--- src/rtl/multiplier_sequential_param.sv ---
// Iterative shift-add multiplier: retires BITS_PER_CYCLE multiplier bits per clock and
// produces a registered 2*WIDTH-bit product, unsigned or two's complement.
module multiplier_sequential_param #(
    parameter int unsigned WIDTH          = 32,
    parameter int unsigned BITS_PER_CYCLE = 1
) (
    input  logic                 Clk,
    input  logic                 Reset_n,
    input  logic                 Start_In,
    input  logic                 Signed_In,
    input  logic                 Abort_In,
    input  logic [WIDTH-1:0]     Data_A_In,
    input  logic [WIDTH-1:0]     Data_B_In,
    output logic                 Ready_Out,
    output logic                 Done_Out,
    output logic [2*WIDTH-1:0]   Multiplied_Result_Out
);

    localparam int unsigned ITER  = WIDTH / BITS_PER_CYCLE;
    localparam int unsigned PW    = 2 * WIDTH;
    localparam int unsigned CNT_W = $clog2(ITER + 1);
    localparam logic [CNT_W-1:0] LAST_CNT = CNT_W'(ITER - 1);

    typedef enum logic [1:0] {StIdle, StCalc, StFinish} state_e;

    state_e           state_q, state_d;
    logic [PW-1:0]    a_q, a_d;
    logic [WIDTH-1:0] b_q, b_d;
    logic             neg_q, neg_d;
    logic [PW-1:0]    acc_q, acc_d;
    logic [CNT_W-1:0] cnt_q, cnt_d;
    logic [PW-1:0]    result_q, result_d;
    logic             done_q, done_d;

    logic [WIDTH-1:0] a_abs, b_abs;
    logic [PW-1:0]    partial;

    // -2^(WIDTH-1) negates to itself, which is the correct unsigned magnitude.
    always_comb begin
        a_abs = (Signed_In && Data_A_In[WIDTH-1]) ? -Data_A_In : Data_A_In;
        b_abs = (Signed_In && Data_B_In[WIDTH-1]) ? -Data_B_In : Data_B_In;
    end

    // a_q is pre-shifted to the weight of the current multiplier digit.
    always_comb begin
        partial = '0;
        for (int i = 0; i < int'(BITS_PER_CYCLE); i++) begin
            if (b_q[i]) begin
                partial = partial + (a_q << i);
            end
        end
    end

    always_comb begin
        state_d  = state_q;
        a_d      = a_q;
        b_d      = b_q;
        neg_d    = neg_q;
        acc_d    = acc_q;
        cnt_d    = cnt_q;
        result_d = result_q;
        done_d   = 1'b0;

        unique case (state_q)
            StIdle: begin
                if (Start_In) begin
                    a_d     = {{WIDTH{1'b0}}, a_abs};
                    b_d     = b_abs;
                    neg_d   = Signed_In & (Data_A_In[WIDTH-1] ^ Data_B_In[WIDTH-1]);
                    acc_d   = '0;
                    cnt_d   = '0;
                    state_d = StCalc;
                end
            end
            StCalc: begin
                if (Abort_In) begin
                    state_d = StIdle;
                end else begin
                    acc_d = acc_q + partial;
                    a_d   = a_q << BITS_PER_CYCLE;
                    b_d   = b_q >> BITS_PER_CYCLE;
                    cnt_d = cnt_q + 1'b1;
                    if (cnt_q == LAST_CNT) begin
                        state_d = StFinish;
                    end
                end
            end
            StFinish: begin
                state_d = StIdle;
                if (!Abort_In) begin
                    // Negating a zero accumulator yields zero, so no negative zero appears.
                    result_d = neg_q ? -acc_q : acc_q;
                    done_d   = 1'b1;
                end
            end
            default: state_d = StIdle;
        endcase
    end

    always_ff @(posedge Clk or negedge Reset_n) begin
        if (!Reset_n) begin
            state_q  <= StIdle;
            a_q      <= '0;
            b_q      <= '0;
            neg_q    <= 1'b0;
            acc_q    <= '0;
            cnt_q    <= '0;
            result_q <= '0;
            done_q   <= 1'b0;
        end else begin
            state_q  <= state_d;
            a_q      <= a_d;
            b_q      <= b_d;
            neg_q    <= neg_d;
            acc_q    <= acc_d;
            cnt_q    <= cnt_d;
            result_q <= result_d;
            done_q   <= done_d;
        end
    end

    assign Ready_Out             = (state_q == StIdle);
    assign Done_Out              = done_q;
    assign Multiplied_Result_Out = result_q;

endmodule

--- config.mk ---
export PLATFORM = sky130hd
export DESIGN_NAME = multiplier_sequential_param
export DESIGN_NICKNAME = d
export VERILOG_FILES = /design/src/rtl/multiplier_sequential_param.sv
export SDC_FILE = /design/constraint.sdc
export NUM_CORES = 1
export LEC_CHECK = 0
export CORE_AREA = 4 4 234 236
export DETAILED_ROUTE_END_ITERATION = 6
export DIE_AREA = 0 0 238 240
export HOLD_SLACK_MARGIN = 0.05
export PLACE_DENSITY_LB_ADDON = 0.25
export SYNTH_ARGS = -nofsm -noshare
export SYNTH_HDL_FRONTEND = slang
export SYNTH_SLANG_ARGS = --single-unit
--- constraint.sdc ---
create_clock -name Clk -period 4.95 [get_ports Clk]
set_input_delay 0.99 -clock Clk [delete_from_list [all_inputs] [get_ports Clk]]
set_output_delay 0.99 -clock Clk [all_outputs]
set_load 0.005 [all_outputs]
# == After elaboration in Yosys (flattened, before gate mapping) ==
# Cells that the tools add are included.
# classes
add_sub_neg,5
n_eq_ne,6
mux,22
n_bitwise,3
n_reduce_logical,8
# op_table
op,n
$mux 64,6
$pmux 64 s2,2
$mux 32,4
$add 64x64->64,1
$neg 32->32,2
$neg 64->64,1
$pmux 32 s2,1
$mux 6,2
$pmux 6 s2,1
$add 6x1->6 const B,1
$eq 6x5->1 const B,1
$mux 2,3
$reduce_and 2->1,3
$ne 2x2->1 const B,2
$pmux 2 s2,1
$ne 3x3->1 const B,1
$reduce_and 3->1,1
$eq 2x1->1 const B,1
$eq 2x2->1 const B,1
$logic_and 1x1->1,2
$logic_not 2->1,1
$mux 1,2
$reduce_bool 2->1,1
$and 1x1->1,1
2 further kinds,2
# word_totals
reg_bits,234
output_inout_bits,66
word_cells,52

# == Logic depth before layout (Yosys ltp) ==
# Gate-level depths: netlist of the first run.
# depth
depth_word,4
ltp_mapped,16
ltp_nobuf,14

# == Least setup slack after synthesis of the first run ==
# Ideal clock, no wire load.
# synth_path
path_kind,flip-flop to flip-flop
startpoint,register b_q[0]
endpoint,register acc_q[61]
t_arrival_ps,3465
required_time_ps,4817
setup_slack_ps,1352
path_stages_with_launch,16
path_buffers,2
cell_sequence,dfrtp_1 clkbuf_1 clkbuf_1 nand2_1 inv_1 ha_1 a211oi_1 o21ai_0 o21ai_0 o311ai_0 a31oi_1 o31ai_1 a21oi_1 o311ai_0 xnor2_1 o21ai_0
# synth_between
elab_chain_cells,4
# synth_rtl
element,line_no,rtl
from (decl),28,"logic [WIDTH-1:0] b_q, b_d;"
from (signal assigned),104,b_q <= '0;
from (signal assigned),113,b_q <= b_d;
$mux 64,48,if (b_q[i]) begin
$add 64x64->64,79,acc_d = acc_q + partial;
$mux 64,76,if (Abort_In) begin
$pmux 64 s2,64,unique case (state_q)
to (signal assigned),106,acc_q <= '0;
to (signal assigned),115,acc_q <= acc_d;
to (decl),30,"logic [PW-1:0] acc_q, acc_d;"
# No other way between the ends. The select of a mux whose other input is x is not followed.
# A chain may end at the register's enable or synchronous reset.

# == Worst setup path in the final report of the first run ==
# Ends and elaborated chain as after synthesis.

==> summary.md, run 1 <==
| Metric | Value |
|---|---|
| Outcome | finished, final reports clean |
| Clk pwr share | 0.307 |
| Largest net degree at the start of global routing | 172 |
| Post-synth EDFFs | 0 |
| Sw Share | 0.3734 |
| Seq/Total Area, Yosys | 0.3754 |
| Synthesized area | 0.01560 mm2 |
| RR Startpoint | b_q[0] |
| Critical path destination | acc_q[61] |
| Skew-Pair Late Insertion Delay | 560 ps |
| Crit-path max FO | 20 |
| Leakage | 7.913 nW |
| Antenna viol nets, final | 0 |
| Type of the worst setup path | reg -> reg |
| Setup WS pre-CTS | 595.2 ps |
| Worst setup SP type | register |
| Post CTS Setup Buffer Count | 0 |
| Hold Fails Final Rpt | 0 |
| Slowest stage cell, crit path | o311ai_0 |
| Internal power | approximately 4.3 mW |
| Sequential cell area | 0.005857 mm2 |
| Leading area contributor after synthesis | dfrtp_1 |
| #FFs+latches synth | 234 |
| FMAX | 248.6 MHz |
| Clock sink count | 234 |
| Worst EP arrival | 4460 ps |
| Die Width | about 240 um |
| CTS Buffer Depth | 3 |
| Drt first pass iters | 5 |
| Critical path, cell by cell | buf_4 -> and2_1 -> ha_1 -> o21ai_0 -> o21ai_0 -> o21ai_0 -> buf_4 -> o311ai_0 -> a31oi_1 -> o31ai_1 -> buf_4 -> a21oi_1 -> o311ai_0 -> xnor2_1 -> o21ai_0 |
| Post-Place Cells | 2,636 |
| Worst Setup SP | b_q[0] |
| Syn-to-layout area delta | 18.95% |
| FF-to-FF setup slack | roughly 900 ps |
| Hold-fix buffer count after cts | 0 |
| Gpl congestion | 0.8924 |
| Final Cell Area | roughly 0.019 mm2 |
| Placed cell areas | around 0.018 mm2 |
| H-tree depth | 1 |
| Slew @ Worst Pin | 1052 ps |
| Worst VDD drop | 0.2489 mV |
| WHS | between 400 and 500 ps |
| CTS resizes | 0 |
| Worst clock skew | about 13 ps |
| CTS root buf | clkbuf_16 |
| CP most frequent cell | o21ai_0 |
| Setup ws final | around 900 ps |
| Final std cells w/o fill | 2,689 |
| Drt drc | 0 |
| Most frequent cells in the layout | nand2_1, o21ai_0, dfrtp_1 |
| IO Pins | 135 |
| Commonest non-fill, non-tap cell in the layout | nand2_1 |
| Sw power | 2.564 mW |
| Critical Path End Type | register |
| Fin crit share | 0.8127 |
| Tot Pwr | 6.866 mW |
| Max Slew Vio Count | 0 |
| Global route total overflow | 0 |
| First-pass GRT wire length | 72,880 um |
| Worst R2R End | acc_q[61] |
| Nets | 2,115 |
| TNS Setup | 0 ps |
| Filler Cell Count | 5,413 |
| Max Cap Viol | 0 |
| Initial antenna violation count | 5 |
| Syn Area/Cell | 8.218 um2 |
| Largest stage delay, worst path | 610 ps |
| CP Data Required Time | 5390 ps |
| Ys flop type | dfrtp_1 |
| Syn_nets | about 2,000 |
| Share of post-route cells with drive strength above 1 | 0.04452 |
| Top cell type's share of synthesized area | 0.3754 |
| Largest cells by area after synthesis | dfrtp_1, o21ai_0, nand2_1 |
| Reg power frac | 0.367 |
| Vias in the first global route | 13,290 |
| Final setup fails | 0 |
| Footprint of the multi-input gates | 0.009289 mm2 |
| Initial core utilization | 0.2974 |
| PortBufs | roughly 130 |
| Post-layout util | 0.3538 |
| CTS Buf Count | 28 |
| CTS clock-pin slew for the worst setup and hold paths | roughly 60 ps |
| Fraction of registers with async set/reset | 1.000 |
| Combinational power share | 0.327 |
| Synthesis Warnings | 0 |
| Via count | 13,620 |
| Die H | 240 um |
| CTS tree | built |
| All-Layer GR Usage | 0.1550 |
| HP Class | in -> async |
| Cell Rows | 84 |
| Unrepaired setup endpoints after global routing | no |
| Yosys cell types | 60 |
| Dpl hpwl | 34,080 um |
| Core Area | 0.05245 mm2 |
| Avg WL per Cell | 16.77 um |
| Min Tclk post-route | between 4000 and 5000 ps |
| Pwr Density | 370.1 mW/mm2 |
| Initial DRC count | 981 |
| Syn Inst Count | 1,898 |
| Die area | 0.05712 mm2 |
| Slew HR | 0.2970 |
| Via/cell ratio | ~5 |
| Final WL | 45,090 um |
| R2R depth | 15 |
[power by group through the flow]
stage	Clock (mW)	Sequential, mW	Combinational, mW
after CTS	2.18	2.52	2.26
after detailed placement	0	2.55	2.25
after global routing	2.24	2.56	2.54
after global placement	0	2.54	2.22
final	2.10	2.52	2.24
after floorplan	0	2.41	1.66
[worst min-delay path by stage]
stage / startpoint / to / slack [ps] / cells after the start
2_1_floorplan: b_q[30] / b_q[30] / 450 / 2
5_1_grt: Reset_n / a_q[7] / 470 / 1
6_report: Reset_n / a_q[7] / 420 / 1
3_3_place_gp: Multiplied_Result_Out[45] / Multiplied_Result_Out[45] / 460 / 2
3_5_place_dp: Multiplied_Result_Out[16] / Multiplied_Result_Out[16] / 470 / 2
4_1_cts: Reset_n / a_q[15] / 430 / 1
[layer usage]
metal	global-route usage	wire length [um]	vias up
li1	-	-	6941
met1	0.2289	22700	6328
met2	0.2386	19240	302
met3	0.02696	2347	43
met4	0.03307	752	8
met5	0	51	-
[final cells by class]
type | count | area share
diodes | 2 | 0.0002698
clock buffers | 38 | 0.04363
clock inverters | 13 | 0.006879
inverters | 26 | 0.005260
multi-input cells | 1536 | 0.5007
flip-flops and latches | 234 | 0.3157
well taps | 688 | 0.04640
repair buffers | 152 | 0.08120
[flip-flops by register name (all words and copies together) (netlist names)]
| name | cells |
|---|---|
| state_q | 2 |
| neg_q | 1 |
| acc_q | 64 |
| cnt_q | 6 |
| b_q | 32 |
| a_q | 64 |
| Done_Out | 1 |
| Multiplied_Result_Out | 64 |
[worst max-delay path: cells and delay by family, from the launching register on]
kind,cells,cell delay [ps]
AO/OA/AOI/OAI,9,2340
XOR/XNOR,1,160
adder cells (fa/ha/maj),1,290
buffers and inverters,3,530
flip-flops,1,420
AND/OR/NAND/NOR,1,150
[cell usage after synthesis (all sizes together) (2+ instances only)]
cell type	instances
a211oi	9
a21boi	3
a21o	39
a21oi	136
a221o	4
a22o	7
a22oi	29
a31oi	15
a32o	3
a41oi	3
and2	72
and3	16
and4	2
buf	6
clkbuf	96
dfrtp	234
ha	67
inv	26
mux2i	5
nand2	318
nand2b	12
nand3	21
nand3b	2
nand4	18
nor2	99
nor2b	10
nor3	24
nor3b	4
nor4	15
o2111ai	4
o211ai	4
o21a	9
o21ai	293
o21bai	13
o311ai	2
o31ai	30
o41a	3
o41ai	19
or2	5
or3	25
or4	15
xnor2	60
xor2	111
[kinds of logic (layout without fill, tap and decap cells)]
kind of cell             after synthesis  after routing  synth area share
AO/OA/AOI/OAI                        630            630            0.2393
XOR/XNOR                             171            171           0.09602
adder cells (fa/ha/maj)               68             68           0.05503
buffers and inverters                128            229           0.03080
flip-flops                           234            234            0.3754
multiplexers                           5              5          0.003209
other                                  0              2                 0
AND/OR/NAND/NOR                      662            662            0.2002
Note: power is estimated with default switching activity, not from simulation.
==> run 2, diff against run 1 <==
==> constraint.sdc (replaced) <==
create_clock -name Clk -period 3.61 [get_ports Clk]
set_input_delay 0.722 -clock Clk [delete_from_list [all_inputs] [get_ports Clk]]
set_output_delay 0.722 -clock Clk [all_outputs]
set_load 0.005 [all_outputs]
==> run 2 against run 1 <==
Compared with the run above:
- clock power grew 39%
- non-clock buffer count grew 178
- highest routed layer unchanged
- critical path type unchanged
- via count grew 5.9%
- core utilization grew 3.0 points
- global-route usage grew 0.87 points
- worst hold slack lost 320 ps
- combinational power grew 71%
- clock skew grew 10 ps
- power grew 48%
- die area is the same
- critical path depth shrank 5
==> summary.md, run 2 (synthesized netlist as in run 1, its figures left out) <==
| Metric | Value |
|---|---|
| Via count | 14,430 |
| Final Cell Area | 0.02010 mm2 |
| Commonest non-fill, non-tap cell in the layout | nand2_1 |
| Crit-path max FO | 4 |
| Critical Path End Type | register |
| CP Data Required Time | slightly above 4000 ps |
| Met2 Track Usage GR | 0.2531 |
| Max Slew Vio Count | 0 |
| Setup ws final | 5.759 ps |
| FMAX | roughly 280 MHz |
| Nets | 2,293 |
| Dpl hpwl | 36,590 um |
| Slew HR | 0.4744 |
| Largest net degree at the start of global routing | 71 |
| Outcome | finished, final reports clean |
| Worst clock skew | 23.51 ps |
| Pwr Density | 506.2 mW/mm2 |
| HP Class | in -> async |
| Drt first pass iters | 5 |
| TNS Setup | 0 ps |
| Syn-to-layout area delta | 28.89% |
| CTS root buf | clkbuf_16 |
| Post-layout util | 0.3833 |
| Via/cell ratio | just over 5 |
| Worst EP arrival | 4020 ps |
| Worst Setup SP | acc_q[32] |
| Placed cell areas | between 0.015 and 0.02 mm2 |
| All-Layer GR Usage | 0.1637 |
| Final std cells w/o fill | 2,865 |
| Fin crit share | 0.9984 |
| GRT met3 Usage | 0.02088 |
| Min Tclk post-route | 3604 ps |
| Cell Rows | 84 |
| Share of post-route cells with drive strength above 1 | 0.1319 |
| Met1 usage | 0.2428 |
| Most frequent cells in the layout | nand2_1, o21ai_0, dfrtp_1 |
| Post-Place Cells | 2,814 |
| Worst setup SP type | register |
| Skew-Pair Late Insertion Delay | 570 ps |
| Final setup fails | 0 |
| Die Width | about 240 um |
| Avg WL per Cell | 16.53 um |
| RR Startpoint | acc_q[32] |
| Hold Fails Final Rpt | 0 |
| Final WL | between 40,000 and 50,000 um |
| Gpl congestion | 0.9262 |
| Slew @ Worst Pin | 786.8 ps |
| Worst VDD drop | 0.3387 mV |
| Max Cap Viol | 0 |
| WHS | 97.57 ps |
| GRT busiest layer | met2 |
| Drt drc | 0 |
| Vias in the first global route | 14,220 |
| Initial DRC count | just over 1,000 |
| Initial core utilization | 0.2974 |
| PortBufs | 134 |
| CTS tree | built |
| Initial antenna violation count | 4 |
| Die area | approximately 0.057 mm2 |
| Type of the worst setup path | reg -> reg |
| First-pass GRT wire length | approximately 77,000 um |
| Leakage | approximately 8.8 nW |
| CTS clock-pin slew for the worst setup and hold paths | 60 ps |
| CTS Buf Count | 28 |
| Slowest stage cell, crit path | or4b_4 |
| Critical path, cell by cell | or4_4 -> or3_4 -> or4b_4 -> or3_4 -> or4_4 -> nor4_4 -> inv_2 -> o21ai_1 -> xor2_1 -> o21ai_1 |
| Core Area | 0.05245 mm2 |
| Antenna viol nets, final | 0 |
| Clock sink count | approximately 230 |
| Post CTS Setup Buffer Count | 0 |
| H-tree depth | 1 |
| Setup WS pre-CTS | -173.2 ps |
| CTS Buffer Depth | 3 |
| IO Pins | 135 |
| Unrepaired setup endpoints after global routing | yes |
| Die H | 240 um |
| Tot Pwr | 10.18 mW |
| Global route total overflow | 0 |
| Hold-fix buffer count after cts | 0 |
| Largest stage delay, worst path | 560 ps |
run 2: final timing paths:
| check | endpoint | slack [ps] | cells past startpoint |
|---|---|---|---|
| worst max-delay path | Multiplied_Result_Out[63] | 6 | 10 |
| worst min-delay path | a_q[9] | 100 | 1 |
| worst max register to register | Multiplied_Result_Out[63] | 6 | 10 |
| worst min register to register | Multiplied_Result_Out[32] | 470 | 2 |
| max in group asynchronous | a_q[40] | 2570 | 2 |
| min in group Clk | Multiplied_Result_Out[32] | 470 | 2 |
run 2: worst max-delay path: cells and delay by family, from the launching register on:
family | cells | cell delay, ps
compound gates | 2 | 240
buf+inv | 1 | 100
flops | 1 | 380
simple gates | 6 | 2520
xor+xnor | 1 | 210
run 2: routing by layer:
metal  up-vias  part of all wire
met5         -           0.00068
met4         6             0.023
met3        65             0.046
li1       7289                 -
met1      6757              0.51
met2       309              0.42
run 2: power by group:
part	internal, mW	total [mW]	leakage [nW]	switching, mW
sequential	2.99	3.42	3.15	0.427
clock	1.77	2.92	0.464	1.16
combinational	1.75	3.84	5.23	2.09
run 2: final cells by class:
class,count,area [um2]
clock buffer,45,865.8
tap,688,860.8
timing repair buffer,330,2934
antenna,1,2.502
clock inverter,5,75.07
sequential,234,5858
multi-input combinational,1536,9410
fill,5351,32340
inverter,26,97.59
run 2: timing repair:
action                     4_1_cts  5_1_grt
setup endpoints to repair        7       36
resized for setup                3       38
pin swaps                        0        6
